### config.mk
export PLATFORM = sky130hd
export DESIGN_NAME = fp_add_align_flat
export DESIGN_NICKNAME = d
export VERILOG_FILES = /design/src/rtl/fp_add_align_if.sv /design/src/rtl/fp_add_align.sv /design/src/flat_wrapper.sv
export SDC_FILE = /design/constraint.sdc
export NUM_CORES = 1
export LEC_CHECK = 0
export ABC_AREA = 1
export CORE_MARGIN = 4
export CORE_UTILIZATION = 35
export CTS_CLUSTER_DIAMETER = 60
export DETAILED_ROUTE_END_ITERATION = 8
export PLACE_DENSITY_LB_ADDON = 0.25
export SETUP_SLACK_MARGIN = 0.1
export SLEW_MARGIN = 10
export SYNTH_ARGS = -nofsm -noshare
export SYNTH_HDL_FRONTEND = slang
export SYNTH_SLANG_ARGS = --single-unit
### constraint.sdc
create_clock -name clk -period 5.4 [get_ports clk]
set_clock_uncertainty 0.1 [all_clocks]
set_input_delay 0.54 -clock clk [delete_from_list [all_inputs] [get_ports clk]]
set_output_delay 0.54 -clock clk [all_outputs]
set_load 0.01 [all_outputs]
### src/rtl/fp_add_align_if.sv
// ============================================================================
//  Module      : fp_add_align_if
//  Description : Handshake and data bundle for the FP32 add/sub align stage.
//  Revision    : 1.0 - initial release
// ============================================================================
`default_nettype none

interface fp_add_align_if;
    // upstream side
    logic        in_valid;
    logic        in_ready;
    logic [31:0] op_a;
    logic [31:0] op_b;
    logic        sub;
    // downstream side
    logic        out_valid;
    logic        out_ready;
    logic [31:0] add_a;
    logic [31:0] add_b;
    logic        add_cin;
    logic        eff_sub;
    logic        sign_out;
    logic [7:0]  exp_out;
    logic        special;
    logic [31:0] special_val;

    modport master (
        output in_valid, op_a, op_b, sub, out_ready,
        input  in_ready, out_valid, add_a, add_b, add_cin, eff_sub,
               sign_out, exp_out, special, special_val
    );

    modport slave (
        input  in_valid, op_a, op_b, sub, out_ready,
        output in_ready, out_valid, add_a, add_b, add_cin, eff_sub,
               sign_out, exp_out, special, special_val
    );
endinterface

`default_nettype wire

### src/rtl/fp_add_align.sv
// ============================================================================
//  Module      : fp_add_align
//  Description : FP32 add/sub pre-adder: unpack, classify, order by magnitude,
//                align smaller mantissa with sticky; 2-stage valid/ready pipe.
//  Revision    : 1.0 - initial release
// ============================================================================
`default_nettype none

module fp_add_align (
    input  logic             clk,
    input  logic             rst,
    fp_add_align_if.slave    bus
);

    localparam logic [31:0] C_QNAN    = 32'h7FC0_0000;
    localparam logic [7:0]  C_EXP_MAX = 8'hFF;

    // ------------------------------------------------------------------
    // Handshake
    // ------------------------------------------------------------------
    logic r_s1_valid;
    logic r_s2_valid;
    logic w_s2_ready;
    logic w_s1_ready;
    logic w_s1_load;
    logic w_s2_load;

    assign w_s2_ready = ~r_s2_valid | bus.out_ready;
    assign w_s1_ready = ~r_s1_valid | w_s2_ready;
    assign w_s1_load  = bus.in_valid & w_s1_ready;
    assign w_s2_load  = r_s1_valid & w_s2_ready;

    // ------------------------------------------------------------------
    // Stage 1: unpack, classify, compare, swap
    // ------------------------------------------------------------------
    logic        w_sa;
    logic        w_sb;
    logic [7:0]  w_ea;
    logic [7:0]  w_eb;
    logic [22:0] w_fa;
    logic [22:0] w_fb;
    logic        w_ha;
    logic        w_hb;
    logic [7:0]  w_ea_adj;
    logic [7:0]  w_eb_adj;
    logic        w_nan_a;
    logic        w_nan_b;
    logic        w_inf_a;
    logic        w_inf_b;
    logic        w_swap;

    assign w_sa     = bus.op_a[31];
    assign w_sb     = bus.op_b[31] ^ bus.sub;
    assign w_ea     = bus.op_a[30:23];
    assign w_eb     = bus.op_b[30:23];
    assign w_fa     = bus.op_a[22:0];
    assign w_fb     = bus.op_b[22:0];
    assign w_ha     = (w_ea != 8'd0);
    assign w_hb     = (w_eb != 8'd0);
    assign w_ea_adj = w_ha ? w_ea : 8'd1;
    assign w_eb_adj = w_hb ? w_eb : 8'd1;
    assign w_nan_a  = (w_ea == C_EXP_MAX) && (w_fa != 23'd0);
    assign w_nan_b  = (w_eb == C_EXP_MAX) && (w_fb != 23'd0);
    assign w_inf_a  = (w_ea == C_EXP_MAX) && (w_fa == 23'd0);
    assign w_inf_b  = (w_eb == C_EXP_MAX) && (w_fb == 23'd0);
    // Raw {exp,frac} ordering matches true magnitude, denormals included.
    assign w_swap   = ({w_eb, w_fb} > {w_ea, w_fa});

    logic        w_s1_eff_sub;
    logic        w_s1_sign;
    logic [7:0]  w_s1_exp;
    logic [7:0]  w_s1_diff;
    logic [23:0] w_s1_big_man;
    logic [23:0] w_s1_small_man;
    logic        w_s1_special;
    logic [31:0] w_s1_special_val;

    always_comb begin
        w_s1_eff_sub     = w_sa ^ w_sb;
        w_s1_sign        = w_sa;
        w_s1_exp         = w_ea_adj;
        w_s1_diff        = w_ea_adj - w_eb_adj;
        w_s1_big_man     = {w_ha, w_fa};
        w_s1_small_man   = {w_hb, w_fb};
        w_s1_special     = 1'b0;
        w_s1_special_val = 32'd0;

        if (w_swap) begin
            w_s1_sign      = w_sb;
            w_s1_exp       = w_eb_adj;
            w_s1_diff      = w_eb_adj - w_ea_adj;
            w_s1_big_man   = {w_hb, w_fb};
            w_s1_small_man = {w_ha, w_fa};
        end

        if (w_nan_a || w_nan_b || (w_inf_a && w_inf_b && w_s1_eff_sub)) begin
            w_s1_special     = 1'b1;
            w_s1_special_val = C_QNAN;
        end else if (w_inf_a) begin
            w_s1_special     = 1'b1;
            w_s1_special_val = {w_sa, C_EXP_MAX, 23'd0};
        end else if (w_inf_b) begin
            w_s1_special     = 1'b1;
            w_s1_special_val = {w_sb, C_EXP_MAX, 23'd0};
        end

        // Zeroed mantissas make the adder operands collapse to 0 downstream.
        if (w_s1_special) begin
            w_s1_eff_sub   = 1'b0;
            w_s1_sign      = 1'b0;
            w_s1_exp       = 8'd0;
            w_s1_diff      = 8'd0;
            w_s1_big_man   = 24'd0;
            w_s1_small_man = 24'd0;
        end
    end

    logic [23:0] r_s1_big_man;
    logic [23:0] r_s1_small_man;
    logic [7:0]  r_s1_diff;
    logic [7:0]  r_s1_exp;
    logic        r_s1_sign;
    logic        r_s1_eff_sub;
    logic        r_s1_special;
    logic [31:0] r_s1_special_val;

    always_ff @(posedge clk or posedge rst) begin
        if (rst) begin
            r_s1_valid       <= 1'b0;
            r_s1_big_man     <= 24'd0;
            r_s1_small_man   <= 24'd0;
            r_s1_diff        <= 8'd0;
            r_s1_exp         <= 8'd0;
            r_s1_sign        <= 1'b0;
            r_s1_eff_sub     <= 1'b0;
            r_s1_special     <= 1'b0;
            r_s1_special_val <= 32'd0;
        end else begin
            if (w_s1_ready) begin
                r_s1_valid <= bus.in_valid;
            end
            if (w_s1_load) begin
                r_s1_big_man     <= w_s1_big_man;
                r_s1_small_man   <= w_s1_small_man;
                r_s1_diff        <= w_s1_diff;
                r_s1_exp         <= w_s1_exp;
                r_s1_sign        <= w_s1_sign;
                r_s1_eff_sub     <= w_s1_eff_sub;
                r_s1_special     <= w_s1_special;
                r_s1_special_val <= w_s1_special_val;
            end
        end
    end

    // ------------------------------------------------------------------
    // Stage 2: align smaller mantissa with sticky, complement for subtract
    // ------------------------------------------------------------------
    logic [31:0] w_m_big;
    logic [31:0] w_m_small;
    logic [31:0] w_shift_mask;
    logic [31:0] w_shifted;
    logic        w_sticky;
    logic [31:0] w_small_al;
    logic [31:0] w_add_b;

    assign w_m_big      = {2'b00, r_s1_big_man, 6'b0};
    assign w_m_small    = {2'b00, r_s1_small_man, 6'b0};
    assign w_shift_mask = ~(32'hFFFF_FFFF << r_s1_diff[4:0]);
    assign w_shifted    = w_m_small >> r_s1_diff[4:0];
    assign w_sticky     = |(w_m_small & w_shift_mask);

    always_comb begin
        w_small_al = {w_shifted[31:1], w_shifted[0] | w_sticky};
        if (r_s1_diff >= 8'd32) begin
            w_small_al = {31'd0, |w_m_small};
        end
    end

    assign w_add_b = r_s1_eff_sub ? ~w_small_al : w_small_al;

    logic [31:0] r_add_a;
    logic [31:0] r_add_b;
    logic        r_add_cin;
    logic        r_eff_sub;
    logic        r_sign;
    logic [7:0]  r_exp;
    logic        r_special;
    logic [31:0] r_special_val;

    always_ff @(posedge clk or posedge rst) begin
        if (rst) begin
            r_s2_valid    <= 1'b0;
            r_add_a       <= 32'd0;
            r_add_b       <= 32'd0;
            r_add_cin     <= 1'b0;
            r_eff_sub     <= 1'b0;
            r_sign        <= 1'b0;
            r_exp         <= 8'd0;
            r_special     <= 1'b0;
            r_special_val <= 32'd0;
        end else begin
            if (w_s2_ready) begin
                r_s2_valid <= r_s1_valid;
            end
            if (w_s2_load) begin
                r_add_a       <= w_m_big;
                r_add_b       <= w_add_b;
                r_add_cin     <= r_s1_eff_sub;
                r_eff_sub     <= r_s1_eff_sub;
                r_sign        <= r_s1_sign;
                r_exp         <= r_s1_exp;
                r_special     <= r_s1_special;
                r_special_val <= r_s1_special_val;
            end
        end
    end

    assign bus.in_ready    = w_s1_ready;
    assign bus.out_valid   = r_s2_valid;
    assign bus.add_a       = r_add_a;
    assign bus.add_b       = r_add_b;
    assign bus.add_cin     = r_add_cin;
    assign bus.eff_sub     = r_eff_sub;
    assign bus.sign_out    = r_sign;
    assign bus.exp_out     = r_exp;
    assign bus.special     = r_special;
    assign bus.special_val = r_special_val;

endmodule

`default_nettype wire

### src/flat_wrapper.sv
// flat-port wrapper written by rule: the top's interface ports become plain ports
module fp_add_align_flat 
  (clk, rst, bus_in_valid, bus_op_a, bus_op_b, bus_sub, bus_out_ready, bus_in_ready, bus_out_valid, bus_add_a, bus_add_b, bus_add_cin, bus_eff_sub, bus_sign_out, bus_exp_out, bus_special, bus_special_val);
  fp_add_align_if bus_i ();
  input  logic clk;
  input  logic rst;
  input wire logic [$bits(bus_i.in_valid)-1:0] bus_in_valid;
  input wire logic [$bits(bus_i.op_a)-1:0] bus_op_a;
  input wire logic [$bits(bus_i.op_b)-1:0] bus_op_b;
  input wire logic [$bits(bus_i.sub)-1:0] bus_sub;
  input wire logic [$bits(bus_i.out_ready)-1:0] bus_out_ready;
  output wire logic [$bits(bus_i.in_ready)-1:0] bus_in_ready;
  output wire logic [$bits(bus_i.out_valid)-1:0] bus_out_valid;
  output wire logic [$bits(bus_i.add_a)-1:0] bus_add_a;
  output wire logic [$bits(bus_i.add_b)-1:0] bus_add_b;
  output wire logic [$bits(bus_i.add_cin)-1:0] bus_add_cin;
  output wire logic [$bits(bus_i.eff_sub)-1:0] bus_eff_sub;
  output wire logic [$bits(bus_i.sign_out)-1:0] bus_sign_out;
  output wire logic [$bits(bus_i.exp_out)-1:0] bus_exp_out;
  output wire logic [$bits(bus_i.special)-1:0] bus_special;
  output wire logic [$bits(bus_i.special_val)-1:0] bus_special_val;
  assign bus_i.in_valid = bus_in_valid;
  assign bus_i.op_a = bus_op_a;
  assign bus_i.op_b = bus_op_b;
  assign bus_i.sub = bus_sub;
  assign bus_i.out_ready = bus_out_ready;
  assign bus_in_ready = bus_i.in_ready;
  assign bus_out_valid = bus_i.out_valid;
  assign bus_add_a = bus_i.add_a;
  assign bus_add_b = bus_i.add_b;
  assign bus_add_cin = bus_i.add_cin;
  assign bus_eff_sub = bus_i.eff_sub;
  assign bus_sign_out = bus_i.sign_out;
  assign bus_exp_out = bus_i.exp_out;
  assign bus_special = bus_i.special;
  assign bus_special_val = bus_i.special_val;
  fp_add_align u_core (.clk(clk), .rst(rst), .bus(bus_i));
endmodule
# == Word level (Yosys, flattened, before mapping) ==
# Index checks and enable logic that the tools add are counted.
# op_classes
n_reduce_logical,16
n_lt_le_gt_ge,2
n_bitwise,12
n_eq_ne,2
n_addsub,2
shift,2
n_mux,21
# ops
operator,count
$mux W32,5
$mux W24,4
$not A32 Y32,2
$mux W8,6
$logic_not A23 Y1,2
$reduce_bool A23 Y1,2
$and A30 B32 Y32,1
$reduce_or A32 Y1,1
$shl A32 B5 Y32 const A,1
$shr A30 B5 Y32,1
$gt A31 B31 Y1,1
$reduce_or A24 Y1,1
$eq A8 B8 Y1 const B,2
$reduce_bool A8 Y1,2
$sub A8 B8 Y8,2
$ge A8 B6 Y1 const B,1
$logic_and A1 B1 Y1,6
$mux W1,6
$or A1 B1 Y1,3
$and A1 B1 Y1,2
$logic_or A1 B1 Y1,2
$not A1 Y1,2
$xor A1 B1 Y1,2
# word_totals
out_inout_bits,110
regBits,200
wordCells,74

# == Logic depth before layout (Yosys ltp) ==
# Gate-level depths: netlist of run 1.
# depth
word_depth,8
mapped_depth,16
ltp_nobuf,16

# == Worst setup path before layout of run 1 ==
# Ideal clock, no wire load.
# synth_path
path_kind,input -> register
from,input port bus_op_b[27]
to,register u_core.r_s1_diff[6]
path_stages,13
arrival_time_ps,2402
slack_ps,2781
required_time_ps,5183
n_path_buf,0
cell_sequence,nor4_1 > nand4_1 > inv_1 > nor2_1 > ha_1 > fa_1 > o31ai_1 > nand2_1 > nand2_1 > xor2_1 > nand2_1 > nand3_1 > nand2_1
# synth_between
elab_chain_len,7
elab_cells_between_ends,17
# synth_rtl
item,line,text
"start, declared",flat_wrapper.sv:9,input wire logic [$bits(bus_i.op_b)-1:0] bus_op_b;
branches (longest 6 deep; another with $sub A8 B8 Y8),-,
$mux W8 (*),fp_add_align.sv:108,if (w_s1_special) begin
"end signal, assigned",fp_add_align.sv:145,r_s1_diff <= w_s1_diff;
"end, declared",fp_add_align.sv:120,logic [7:0] r_s1_diff;
# Mark *: on every way between the ends.
# A chain may end at the register's enable or synchronous reset.

# == Worst setup path after layout of run 1 ==
# layout_path
from,input port bus_op_a[29]
to,register u_core.r_s1_big_man[2]
# layout_between
elab_chain_len,7
elab_cells_between_ends,12
# layout_rtl
item,line,text
"start, declared",flat_wrapper.sv:8,input wire logic [$bits(bus_i.op_a)-1:0] bus_op_a;
branches (longest 6 deep; another with $gt A31 B31 Y1),-,
$mux W24 (*),fp_add_align.sv:108,
"end signal, assigned",fp_add_align.sv:143,r_s1_big_man <= w_s1_big_man;
"end, declared",fp_add_align.sv:118,logic [23:0] r_s1_big_man;
# Marked as above.

==> results of run 1 <==
## worst max-delay path, delay by kind of cell
family | cells | cell delay [ns]
adders and majority gates | 1 | 0.28
buffers and inverters | 3 | 1.37
and+or+nand+nor | 11 | 1.20
## power by group through the flow
stage	combinational, µW	sequential, µW	clock [µW]
2_1_floorplan	1120	1590	0
3_3_place_gp	1890	1590	0
3_5_place_dp	1900	1600	0
4_1_cts	1910	1580	1170
5_1_grt	2120	1620	1220
6_report	1900	1580	1140
## final cells by class
class	count	share of cell area, %
Clock buffer	18	3.57
Clock inverter	14	1.06
Inverter	143	4.51
Multi-Input combinational cell	1139	44.7
Sequential cell	140	29.2
Tap cell	378	3.94
Timing Repair Buffer	160	13.1
## flip-flops by register name, indices dropped and copies added (netlist names)
name                     cells
u_core.bus.sign_out          1
u_core.r_s1_diff             8
u_core.r_s1_small_man       24
u_core.bus.special           1
u_core.bus.add_b            31
u_core.r_s1_special          1
u_core.r_s1_big_man         24
u_core.r_s1_valid            1
u_core.r_s1_special_val      3
u_core.bus.exp_out           8
u_core.bus.out_valid         1
u_core.r_s1_eff_sub          1
u_core.r_s1_sign             1
u_core.r_s1_exp              8
u_core.bus.add_a            24
u_core.bus.special_val       3
## cells by family (layout without fill, tap and decap cells)
kind of cell | count (synthesis) | count (layout) | synth area share, %
buf+inv | 262 | 335 | 12.5
mux | 3 | 3 | 0.300
fa+ha+maj | 47 | 47 | 6.03
xor+xnor | 12 | 12 | 1.05
simple gates | 921 | 921 | 38.0
compound gates | 126 | 126 | 7.08
flops | 140 | 140 | 35.0
other cells | 1 | 30 | 0.0375
## per-layer routing
metal  routed length (µm)  global-route usage (%)  vias up  share of wire, %
met4                  604                    5.51        0               2.0
met3                 1690                    3.10       32               5.5
met2                13900                    30.5      305                45
met1                14500                    28.3     4460                47
met5                    0                       0        -                 0
li1                     -                       -     4903                 -
## path summary, 6_finish.rpt
check,to,depth (start not counted)
max reg2reg,u_core.bus.add_b[0],9
min in group asynchronous,u_core.bus.add_b[17],2
max,u_core.r_s1_big_man[2],15
min reg2reg,u_core.bus.add_a[18],2
max in group asynchronous,u_core.bus.add_b[0],3
min,u_core.bus.add_a[18],2
## Yosys cell counts (all sizes together) (6+ instances only)
cell,n,area [µm²]
a21oi,32,164
buf,75,551
clkbuf,44,165
clkinv,6,22.5
dfrtp,140,3500
ha,45,563
inv,137,514
nand2,642,2410
nand3,163,816
nand4,23,144
nor2,68,265
o211ai,16,120
o21ai,64,320
or2,8,50.1
xor2,10,87.6
## per-stage QoR
step           instances  worst slack [ns]  instance area (µm²)  util, %
2_1_floorplan       1541              1.01                10100        -
3_3_place_gp        1960              1.75                11500     40.9
3_5_place_dp        1960              1.75                11500     40.9
4_1_cts             1992              2.20                12000     42.9
5_1_grt             1992              1.81                12000     42.9
6_report            1992              2.15                12000     42.9
==> metrics.md, run 1 <==
| Metric | Value |
|---|---|
| Placed wire-length estimate | 23,000 µm |
| Worst stage delay on the critical path | 0.71 ns |
| Net Switching | 1880 µW |
| Number of primary I/O pins | 179 |
| Quantity of I/O buffers inserted on ports | 148 |
| Most common cell after layout, fill and taps aside | sky130_fd_sc_hd__nand2_1 |
| Clock net sink count | 140 |
| Gates resized, CTS repair | 0 |
| Combinational fraction of design power | 41.1% |
| Initial core utilization | 35.7% |
| Cell seen most often among critical-path stages | sky130_fd_sc_hd__nand2_1 |
| Leak pwr | 0.00616 µW |
| Area enclosed by the die boundary | 0.0314 mm² |
| Final number of hold-violating endpoints | 0 |
| RR Startpoint | u_core.r_s1_diff[2] |
| Synthesized area | 0.0100 mm² |
| Seq cells post-synth | 140 |
| Number of design-rule violations left by the first detailed-router iteration | 810 |
| Residual antenna-violating net count after detailed routing | 0 |
| Row cnt | 61 |
| Critical-path maximum fanout | 62 |
| Capturing element type of the critical path | register |
| Area added between synthesis and finish | 20.1% |
| Status | finished clean |
| Vias in the first global route | 9,136 |
| Post-route fraction of the period consumed by the critical path | 60.2% |
| Startpoint of the worst hold path | u_core.r_s1_big_man[12] |
| Die Height | 177 µm |
| Relative contribution of sequential cells to total power | 34.2% |
| Post-synthesis area per instance | 6.62 µm² |
| H-tree levels | 4 |
| Most used cells in the layout excluding fill and tap cells | sky130_fd_sc_hd__nand2_1, sky130_fd_sc_hd__nand3_1, sky130_fd_sc_hd__clkdlybuf4s50_1, sky130_fd_sc_hd__dfrtp_1, sky130_fd_sc_hd__inv_1 |
| Areal power density over the cells | 384 mW/mm² |
| Minimum hold slack | 0.374 ns |
| Clock network power share | 24.7% |
| Post-route minimum period | 3.25 ns |
| Total Routed Length | 30,700 µm |
| Distinct cell type count after synthesis | 44 |
| Worst min-delay path class | register to register |
| Required time reported for the critical path endpoint | 5.61 ns |
| Global-route wire length before repair | 49,100 µm |
| CTS root buf | sky130_fd_sc_hd__clkbuf_16 |
| Slowest stage cell on the critical path | sky130_fd_sc_hd__inv_2 |
| CTS tree | yes |
| DRC | 0 |
| Type of the worst setup path | input pin to register |
| DR vias | 9,700 |
| Post-layout total power | 4620 µW |
| Chain of cells forming the critical path | clkdlybuf4s50_1 -> inv_1 -> ha_1 -> nand2_1 -> nor2_2 -> nand2_1 -> nor2_2 -> nor3b_2 -> nand2_1 -> nand2_1 -> nand2_2 -> inv_2 -> nand2_1 -> nand3_1 -> nand2_1 |
| Relative slew slack | 24.2% |
| Total of warnings raised by yosys | 0 |
| Crit path launch type | input pin |
| Number of max-slew violations in the final report | 0 |
| Number of buffers created by CTS | 17 |
| Post-route setup TNS | 0 ns |
| Proportion of synthesized chip area in sequential cells | 35.0% |
| Max Cap Violations | 0 |
| Maximum buffer depth of the clock tree | 2 |
| Register Area | 0.00350 mm² |
| Number of instances in the synthesized netlist | 1,512 |
| Number of nets in the final layout | 1,717 |
| Max frequency | 308 MHz |
| Predominant post-synthesis flop cell | sky130_fd_sc_hd__dfrtp_1 |
| Die extent in x | 177 µm |
| Area used by multi-input combinational logic | 0.00537 mm² |
| Source-to-sink clock delay at the later pin of the worst-skew pair | 0.44 ns |
| Actual slew at the worst max-slew pin | 1.13 ns |
| Post-CTS setup repair buffer count | 0 |
| Final-report setup violation count | 0 |
| Overall overflow remaining after global route | 0 |
| Share of flip-flops with an asynchronous set or reset after synthesis | 100% |
| Number of antenna violations at the first check in global routing | 0 |
| CP arrival | 3.47 ns |
| Average detailed-routed wire length per instance | 15.4 µm |
| Pin count of the biggest net entering global routing | 76 |
| Vias per std cell | 4.87 |
| Diodes inserted | 0 |
| Final weighted congestion of routability-driven global placement | 0.943 |
| Clk slew on worst S/H paths | 0.08 ns |
| Cts-stage hold buffer count | 0 |
| Fill cell instance count of the final layout | 2,956 |
| Layout cell share with drive strength beyond 1 | 4.09% |
| Reg-to-reg setup timing slack | 2.18 ns |
| Worst setup path startpoint | bus_op_a[29] |
| Setup repair after global routing missed its margin | no |
| Worst voltage drop across the vdd grid | 0.236 mV |
| Sw Ratio | 40.6% |
| Internal power | 2740 µW |
| DR pass1 iterations | 5 |
| Global routing usage summed across all routing layers | 19.6% |
| Core area | 0.0280 mm² |
| Number of synthesized flops with an enable pin | 0 |
Note: power is estimated with default switching activity, not from simulation.
==> inputs of run 2 (changes only) <==
- clock period: 5.4 -> 3.3 ns (I/O delays scaled with it)
==> run 2 against run 1 <==
Net effect:
- cell count rose by 1.1%
- combinational power rose by 70%
- clock power rose by 70%
- sequential share of layout area fell by 0.56 points
- first-iteration DRC count rose by 7.3%
- core utilization rose by 0.84 points
- power rose by 67%
- cell area rose by 2.0%
- hold slack got worse by 0.082 ns
==> metrics.md, run 2 (synthesized netlist as in run 1, its figures left out) <==
| Metric | Value |
|---|---|
| Status | finished clean |
| Required time reported for the critical path endpoint | 3.52 ns (-2.09 ns) |
| H-tree levels | 4 (unchanged) |
| Final number of hold-violating endpoints | 0 (unchanged) |
| Global routing usage summed across all routing layers | 19.9% (+0.26 points) |
| Quantity of I/O buffers inserted on ports | 148 (unchanged) |
| Worst stage delay on the critical path | 0.55 ns (-0.16 ns) |
| Cts-stage hold buffer count | 0 (unchanged) |
| Sw Ratio | 40.8% (+0.24 points) |
| Vias per std cell | 4.88 (+0.29%) |
| Gates resized, CTS repair | 0 (unchanged) |
| CTS root buf | sky130_fd_sc_hd__clkbuf_16 |
| Slowest stage cell on the critical path | sky130_fd_sc_hd__clkdlybuf4s50_1 |
| Chain of cells forming the critical path | clkdlybuf4s50_1 -> inv_1 -> nand4_1 -> inv_1 -> nor2_1 -> inv_1 -> ha_1 -> fa_1 -> nor2_1 -> o21ai_0 -> nand2_1 -> nand2_1 -> nand2_1 -> xor2_1 -> nand2_1 -> nand3_1 -> nand2_1 |
| Type of the worst setup path | input pin to register |
| Number of max-slew violations in the final report | 0 (unchanged) |
| Final weighted congestion of routability-driven global placement | 0.905 (-4.0%) |
| Post-route setup TNS | 0 ns (unchanged) |
| Worst voltage drop across the vdd grid | 0.264 mV (+12%) |
| Core Util, Final | 43.7% (+0.84 points) |
| Post-CTS setup repair buffer count | 0 (unchanged) |
| Leak pwr | 0.00629 µW (+2.1%) |
| Maximum buffer depth of the clock tree | 2 (unchanged) |
| Number of standard cells in the final layout excluding fillers | 2,013 (+1.1%) |
| Pin count of the biggest net entering global routing | 141 (+86%) |
| Die extent in x | 177 µm (unchanged) |
| Overall overflow remaining after global route | 0 (unchanged) |
| Initial core utilization | 35.7% (unchanged) |
| Actual slew at the worst max-slew pin | 0.826 ns (-0.305 ns) |
| Clock net sink count | 140 (unchanged) |
| Number of nets in the final layout | 1,738 (+1.2%) |
| Post-route minimum period | 2.68 ns |
| Placed wire-length estimate | 23,500 µm (+2.2%) |
| Average detailed-routed wire length per instance | 15.6 µm (+0.88%) |
| Crit path launch type | input pin |
| Die Height | 177 µm (unchanged) |
| Max reg flops | 31 (unchanged) |
| Post-route fraction of the period consumed by the critical path | 81.1% |
| Layout cell share with drive strength beyond 1 | 5.38% (+1.3 points) |
| Relative slew slack | 44.9% (+21 points) |
| CP arrival | 2.90 ns (-0.57 ns) |
| Areal power density over the cells | 629 mW/mm² (+64%) |
| Source-to-sink clock delay at the later pin of the worst-skew pair | 0.43 ns (about the same) |
| Total Routed Length | 31,300 µm (+1.9%) |
| Area enclosed by the die boundary | 0.0314 mm² (unchanged) |
| DR vias | 9,831 (+1.4%) |
| Number of design-rule violations left by the first detailed-router iteration | 869 (+7.3%) |
| CTS tree | yes |
| Number of buffers created by CTS | 17 (unchanged) |
| Row cnt | 61 (unchanged) |
| Most common cell after layout, fill and taps aside | sky130_fd_sc_hd__nand2_1 |
| Clock network power share | 25.2% (+0.5 points) |
| Vias in the first global route | 9,174 (+0.42%) |
| Final-report setup violation count | 0 (unchanged) |
| Clk slew on worst S/H paths | 0.08 ns (about the same) |
| Relative contribution of sequential cells to total power | 32.9% (-1.3 points) |
| Core area | 0.0280 mm² (unchanged) |
| Setup repair after global routing missed its margin | no |
| Critical-path maximum fanout | 4 (-94%) |
| Capturing element type of the critical path | register |
| Minimum hold slack | 0.293 ns (-0.0816 ns) |
| Most used cells in the layout excluding fill and tap cells | sky130_fd_sc_hd__nand2_1, sky130_fd_sc_hd__nand3_1, sky130_fd_sc_hd__clkdlybuf4s50_1, sky130_fd_sc_hd__dfrtp_1, sky130_fd_sc_hd__inv_1 |
| DRC | 0 (unchanged) |
| Reg-to-reg setup timing slack | 0.87 ns (-1.31 ns) |
| Global-route wire length before repair | 49,400 µm (+0.58%) |
| Internal power | 4560 µW (+66%) |
| DR pass1 iterations | 5 (unchanged) |
| Max frequency | 374 MHz |
| Net Switching | 3150 µW (+68%) |
| Max Cap Violations | 0 (unchanged) |
| Worst min-delay path class | input pin to asynchronous set/reset pin |
| Number of primary I/O pins | 179 (unchanged) |
| Number of antenna violations at the first check in global routing | 0 (unchanged) |
| Combinational fraction of design power | 41.9% (+0.8 points) |
| Diodes inserted | 0 (unchanged) |
| Residual antenna-violating net count after detailed routing | 0 (unchanged) |
| DP Cell Count | 1,981 (+1.1%) |
| Cell seen most often among critical-path stages | sky130_fd_sc_hd__nand2_1 |
| Area added between synthesis and finish | 22.5% |
-- run 2: cell type report --
cell class                      instances  area [µm²]
Tap cell                              378         473
Multi-Input combinational cell       1139        5370
Inverter                              143         541
Clock buffer                           17         425
Clock inverter                         15         149
Fill cell                            2988       15800
Sequential cell                       140        3500
Timing Repair Buffer                  181        1790
-- run 2: worst paths after layout --
path / start / cells after the start / end
setup / recovery: bus_op_b[25] / 17 / u_core.r_s1_diff[6]
hold / removal: rst / 3 / u_core.bus.add_b[14]
setup reg to reg: u_core.r_s1_diff[2] / 10 / u_core.bus.add_b[0]
hold reg to reg: u_core.r_s1_exp[5] / 2 / u_core.bus.exp_out[5]
max in group asynchronous: rst / 3 / u_core.r_s1_big_man[18]
min in group clk: u_core.r_s1_exp[5] / 2 / u_core.bus.exp_out[5]
-- run 2: worst max-delay path: cells and delay by family --
| kind | cells | cell delay (ns) |
|---|---|---|
| AO/OA/AOI/OAI | 1 | 0.10 |
| XOR/XNOR | 1 | 0.14 |
| buffers and inverters | 4 | 0.79 |
| adder cells (fa/ha/maj) | 2 | 0.64 |
| AND/OR/NAND/NOR | 9 | 0.86 |
-- run 2: routing by layer --
layer | vias to the layer above | global-route usage (%) | routed length (µm)
li1 | 4943 | - | -
met1 | 4580 | 28.1 | 14800
met2 | 278 | 31.5 | 14300
met3 | 30 | 3.35 | 1590
met4 | 0 | 5.42 | 617
met5 | - | 0 | 0
-- run 2: power by group through the flow --
stage                     combinational, µW  sequential [µW]  clock [µW]
after floorplan                        1830             2610           0
after global placement                 3220             2560           0
after detailed placement               3230             2570           0
after CTS                              3240             2540        1980
after global routing                   3600             2610        2060
final                                  3230             2540        1940
-- run 2: stage by stage --
step / cell area, µm² / power (µW) / setup slack [ns]
2_1_floorplan: 10100 / 4440 / 0.891
3_3_place_gp: 11700 / 5780 / 0.211
3_5_place_dp: 11700 / 5800 / 0.226
4_1_cts: 12300 / 7770 / 0.667
5_1_grt: 12300 / 8270 / 0.399
6_report: 12300 / 7700 / 0.623
==> inputs of run 3 (changes only) <==
- clock period: 3.3 -> 2.3 ns (I/O delays scaled with it)
==> run 3 against run 2 <==
Net effect:
- die area did not move
- critical path depth down 1
- cell area increased by 13%
- core utilization increased by 5.6 points
- clock power is 44% higher
- power increased by 50%
- via count up 5.7%
- wire length up 7.2%
- sequential power up 44%
- critical endpoint is now u_core.r_s1_big_man[5]
==> metrics.md, run 3 (synthesized netlist as in run 1, its figures left out) <==
| Metric | Value |
|---|---|
| Diodes inserted | 0 (unchanged) |
| H-tree levels | 4 (unchanged) |
| Initial core utilization | 35.7% (unchanged) |
| Maximum buffer depth of the clock tree | 2 (unchanged) |
| Final weighted congestion of routability-driven global placement | 0.900 (-0.56%) |
| CTS tree | yes |
| Core area | 0.0280 mm² (unchanged) |
| Number of primary I/O pins | 179 (unchanged) |
| Worst voltage drop across the vdd grid | 0.475 mV (+80%) |
| Placed wire-length estimate | 25,700 µm (+9.3%) |
| Post-layout total power | 11,600 µW (+50%) |
| Number of standard cells in the final layout excluding fillers | 2,155 (+7.1%) |
| Quantity of I/O buffers inserted on ports | 148 (unchanged) |
| Capturing element type of the critical path | register |
| Reg-to-reg setup timing slack | 0.24 ns (-0.63 ns) |
| Number of design-rule violations left by the first detailed-router iteration | 722 (-17%) |
| DR vias | 10,400 (+5.7%) |
| Area enclosed by the die boundary | 0.0314 mm² (unchanged) |
| Number of antenna violations at the first check in global routing | 0 (unchanged) |
| Layout cell share with drive strength beyond 1 | 15.5% (+10 points) |
| Clock net sink count | 140 (unchanged) |
| Final number of hold-violating endpoints | 0 (unchanged) |
| Setup repair after global routing missed its margin | yes |
| DRC | 0 (unchanged) |
| Residual antenna-violating net count after detailed routing | 0 (unchanged) |
| Source-to-sink clock delay at the later pin of the worst-skew pair | 0.43 ns (about the same) |
| Area added between synthesis and finish | 38.2% |
| Core Util, Final | 49.4% (+5.6 points) |
| Required time reported for the critical path endpoint | 2.51 ns (-1.01 ns) |
| RR Startpoint | u_core.r_s1_diff[0] |
| Vias per std cell | 4.82 (-1.2%) |
| Max reg flops | 31 (unchanged) |
| Average detailed-routed wire length per instance | 15.6 µm (+0.12%) |
| Relative slew slack | 48.0% (+3.1 points) |
| Clk slew on worst S/H paths | 0.07 ns (about the same) |
| Worst min-delay path class | input pin to asynchronous set/reset pin |
| Vias in the first global route | 9,871 (+7.6%) |
| Die extent in x | 177 µm (unchanged) |
| Crit path launch type | input pin |
| Status | finished clean |
| Global routing usage summed across all routing layers | 21.0% (+1.1 points) |
| Critical-path maximum fanout | 7 (+3) |
| Max frequency | 470 MHz |
| Fill cell instance count of the final layout | 2,846 (-4.8%) |
| Destination of the worst register-to-register timing path | u_core.bus.add_b[13] |
| Depth of the worst register-to-register path | 9 (-1) |
| Actual slew at the worst max-slew pin | 0.780 ns (-0.0463 ns) |
| Post-route minimum period | 2.13 ns |
| Number of max-slew violations in the final report | 0 (unchanged) |
| Post-route fraction of the period consumed by the critical path | 92.6% |
| Global-route wire length before repair | 52,600 µm (+6.5%) |
| Post-route setup TNS | 0 ns (unchanged) |
| CP arrival | 2.34 ns (-0.56 ns) |
| Max Cap Violations | 0 (unchanged) |
| CTS root buf | sky130_fd_sc_hd__clkbuf_16 |
| Leak pwr | 0.00719 µW (+14%) |
| Number of nets in the final layout | 1,880 (+8.2%) |
| Final-report setup violation count | 0 (unchanged) |
| Row cnt | 61 (unchanged) |
| DR pass1 iterations | 7 (+2) |
| Cts-stage hold buffer count | 0 (unchanged) |
| Overall overflow remaining after global route | 0 (unchanged) |
| Die Height | 177 µm (unchanged) |
| Type of the worst setup path | input pin to register |
| Number of buffers created by CTS | 17 (unchanged) |
| Pin count of the biggest net entering global routing | 71 (-50%) |
| Total Routed Length | 33,600 µm (+7.2%) |
| Worst setup path startpoint | bus_op_a[7] |
| DP Cell Count | 2,109 (+6.5%) |
| Areal power density over the cells | 838 mW/mm² (+33%) |
| Most used cells in the layout excluding fill and tap cells | sky130_fd_sc_hd__nand2_1, sky130_fd_sc_hd__nand3_1, sky130_fd_sc_hd__buf_4, sky130_fd_sc_hd__dfrtp_1, sky130_fd_sc_hd__clkdlybuf4s50_1 |
| Most common cell after layout, fill and taps aside | sky130_fd_sc_hd__nand2_1 |
-- run 3: area by class of cell --
cell class	instances	area (µm²)	area share (%)
Sequential cell	140	3500	25.3
Inverter	143	557	4.03
Multi-Input combinational cell	1139	5600	40.5
Timing Repair Buffer	322	3100	22.4
Timing Repair inverter	1	8.76	0.0633
Tap cell	378	473	3.42
Clock buffer	18	429	3.10
Clock inverter	14	155	1.12
-- run 3: critical path, stage by stage --
cell,delay [ns]
sky130_fd_sc_hd__clkdlybuf4s50_1,0.46
sky130_fd_sc_hd__inv_1,0.10
sky130_fd_sc_hd__ha_4,0.29
sky130_fd_sc_hd__nand3_2,0.09
sky130_fd_sc_hd__nor3_4,0.17
sky130_fd_sc_hd__buf_4,0.14
sky130_fd_sc_hd__nand2_1,0.05
sky130_fd_sc_hd__nand2_1,0.06
sky130_fd_sc_hd__nand2_1,0.06
sky130_fd_sc_hd__nand2_2,0.13
sky130_fd_sc_hd__nand2_8,0.11
sky130_fd_sc_hd__clkinv_8,0.12
sky130_fd_sc_hd__clkbuf_16,0.15
sky130_fd_sc_hd__nand2_1,0.06
sky130_fd_sc_hd__nand3_1,0.08
sky130_fd_sc_hd__nand2_1,0.05
-- run 3: worst max path at each step --
stage | end | cells past startpoint
5_1_grt | u_core.r_s1_diff[6] | 17
6_report | u_core.r_s1_big_man[5] | 16
4_1_cts | u_core.r_s1_small_man[6] | 16
3_5_place_dp | u_core.r_s1_diff[6] | 17
2_1_floorplan | u_core.r_s1_diff[6] | 15
3_3_place_gp | u_core.r_s1_diff[6] | 17
-- run 3: power breakdown --
group / switching, µW / internal, µW
Clock: 1250 / 1540
Sequential: 520 / 3140
Combinational: 2830 / 2320
-- run 3: timing repair --
| action | 4_1_cts | 5_1_grt |
|---|---|---|
| cloned | 1 | 7 |
| pin swaps | 13 | 25 |
| resized for setup | 38 | 74 |
| hold endpoints to repair | 0 | 0 |
| setup endpoints to repair | 64 | 69 |
| setup buffers | 5 | 1 |
-- run 3: per-stage QoR --
step / setup slack [ns] / cell area [µm²] / hold WS [ns]
after floorplan: 0.111 / 10100 / 0.308
after global placement: -0.585 / 12700 / 0.359
after detailed placement: -0.608 / 12700 / 0.355
after CTS: 0.0838 / 13400 / 0.0937
after global routing: 0.0569 / 13800 / 0.120
final: 0.170 / 13800 / 0.0818
-- run 3: layer usage --
| layer | vias up | wire length (µm) | GRT usage [%] |
|---|---|---|---|
| met1 | 4783 | 15200 | 28.5 |
| met5 | - | 0 | 0 |
| met4 | 0 | 1020 | 7.32 |
| li1 | 5230 | - | - |
| met3 | 52 | 1750 | 3.44 |
| met2 | 329 | 15600 | 33.9 |
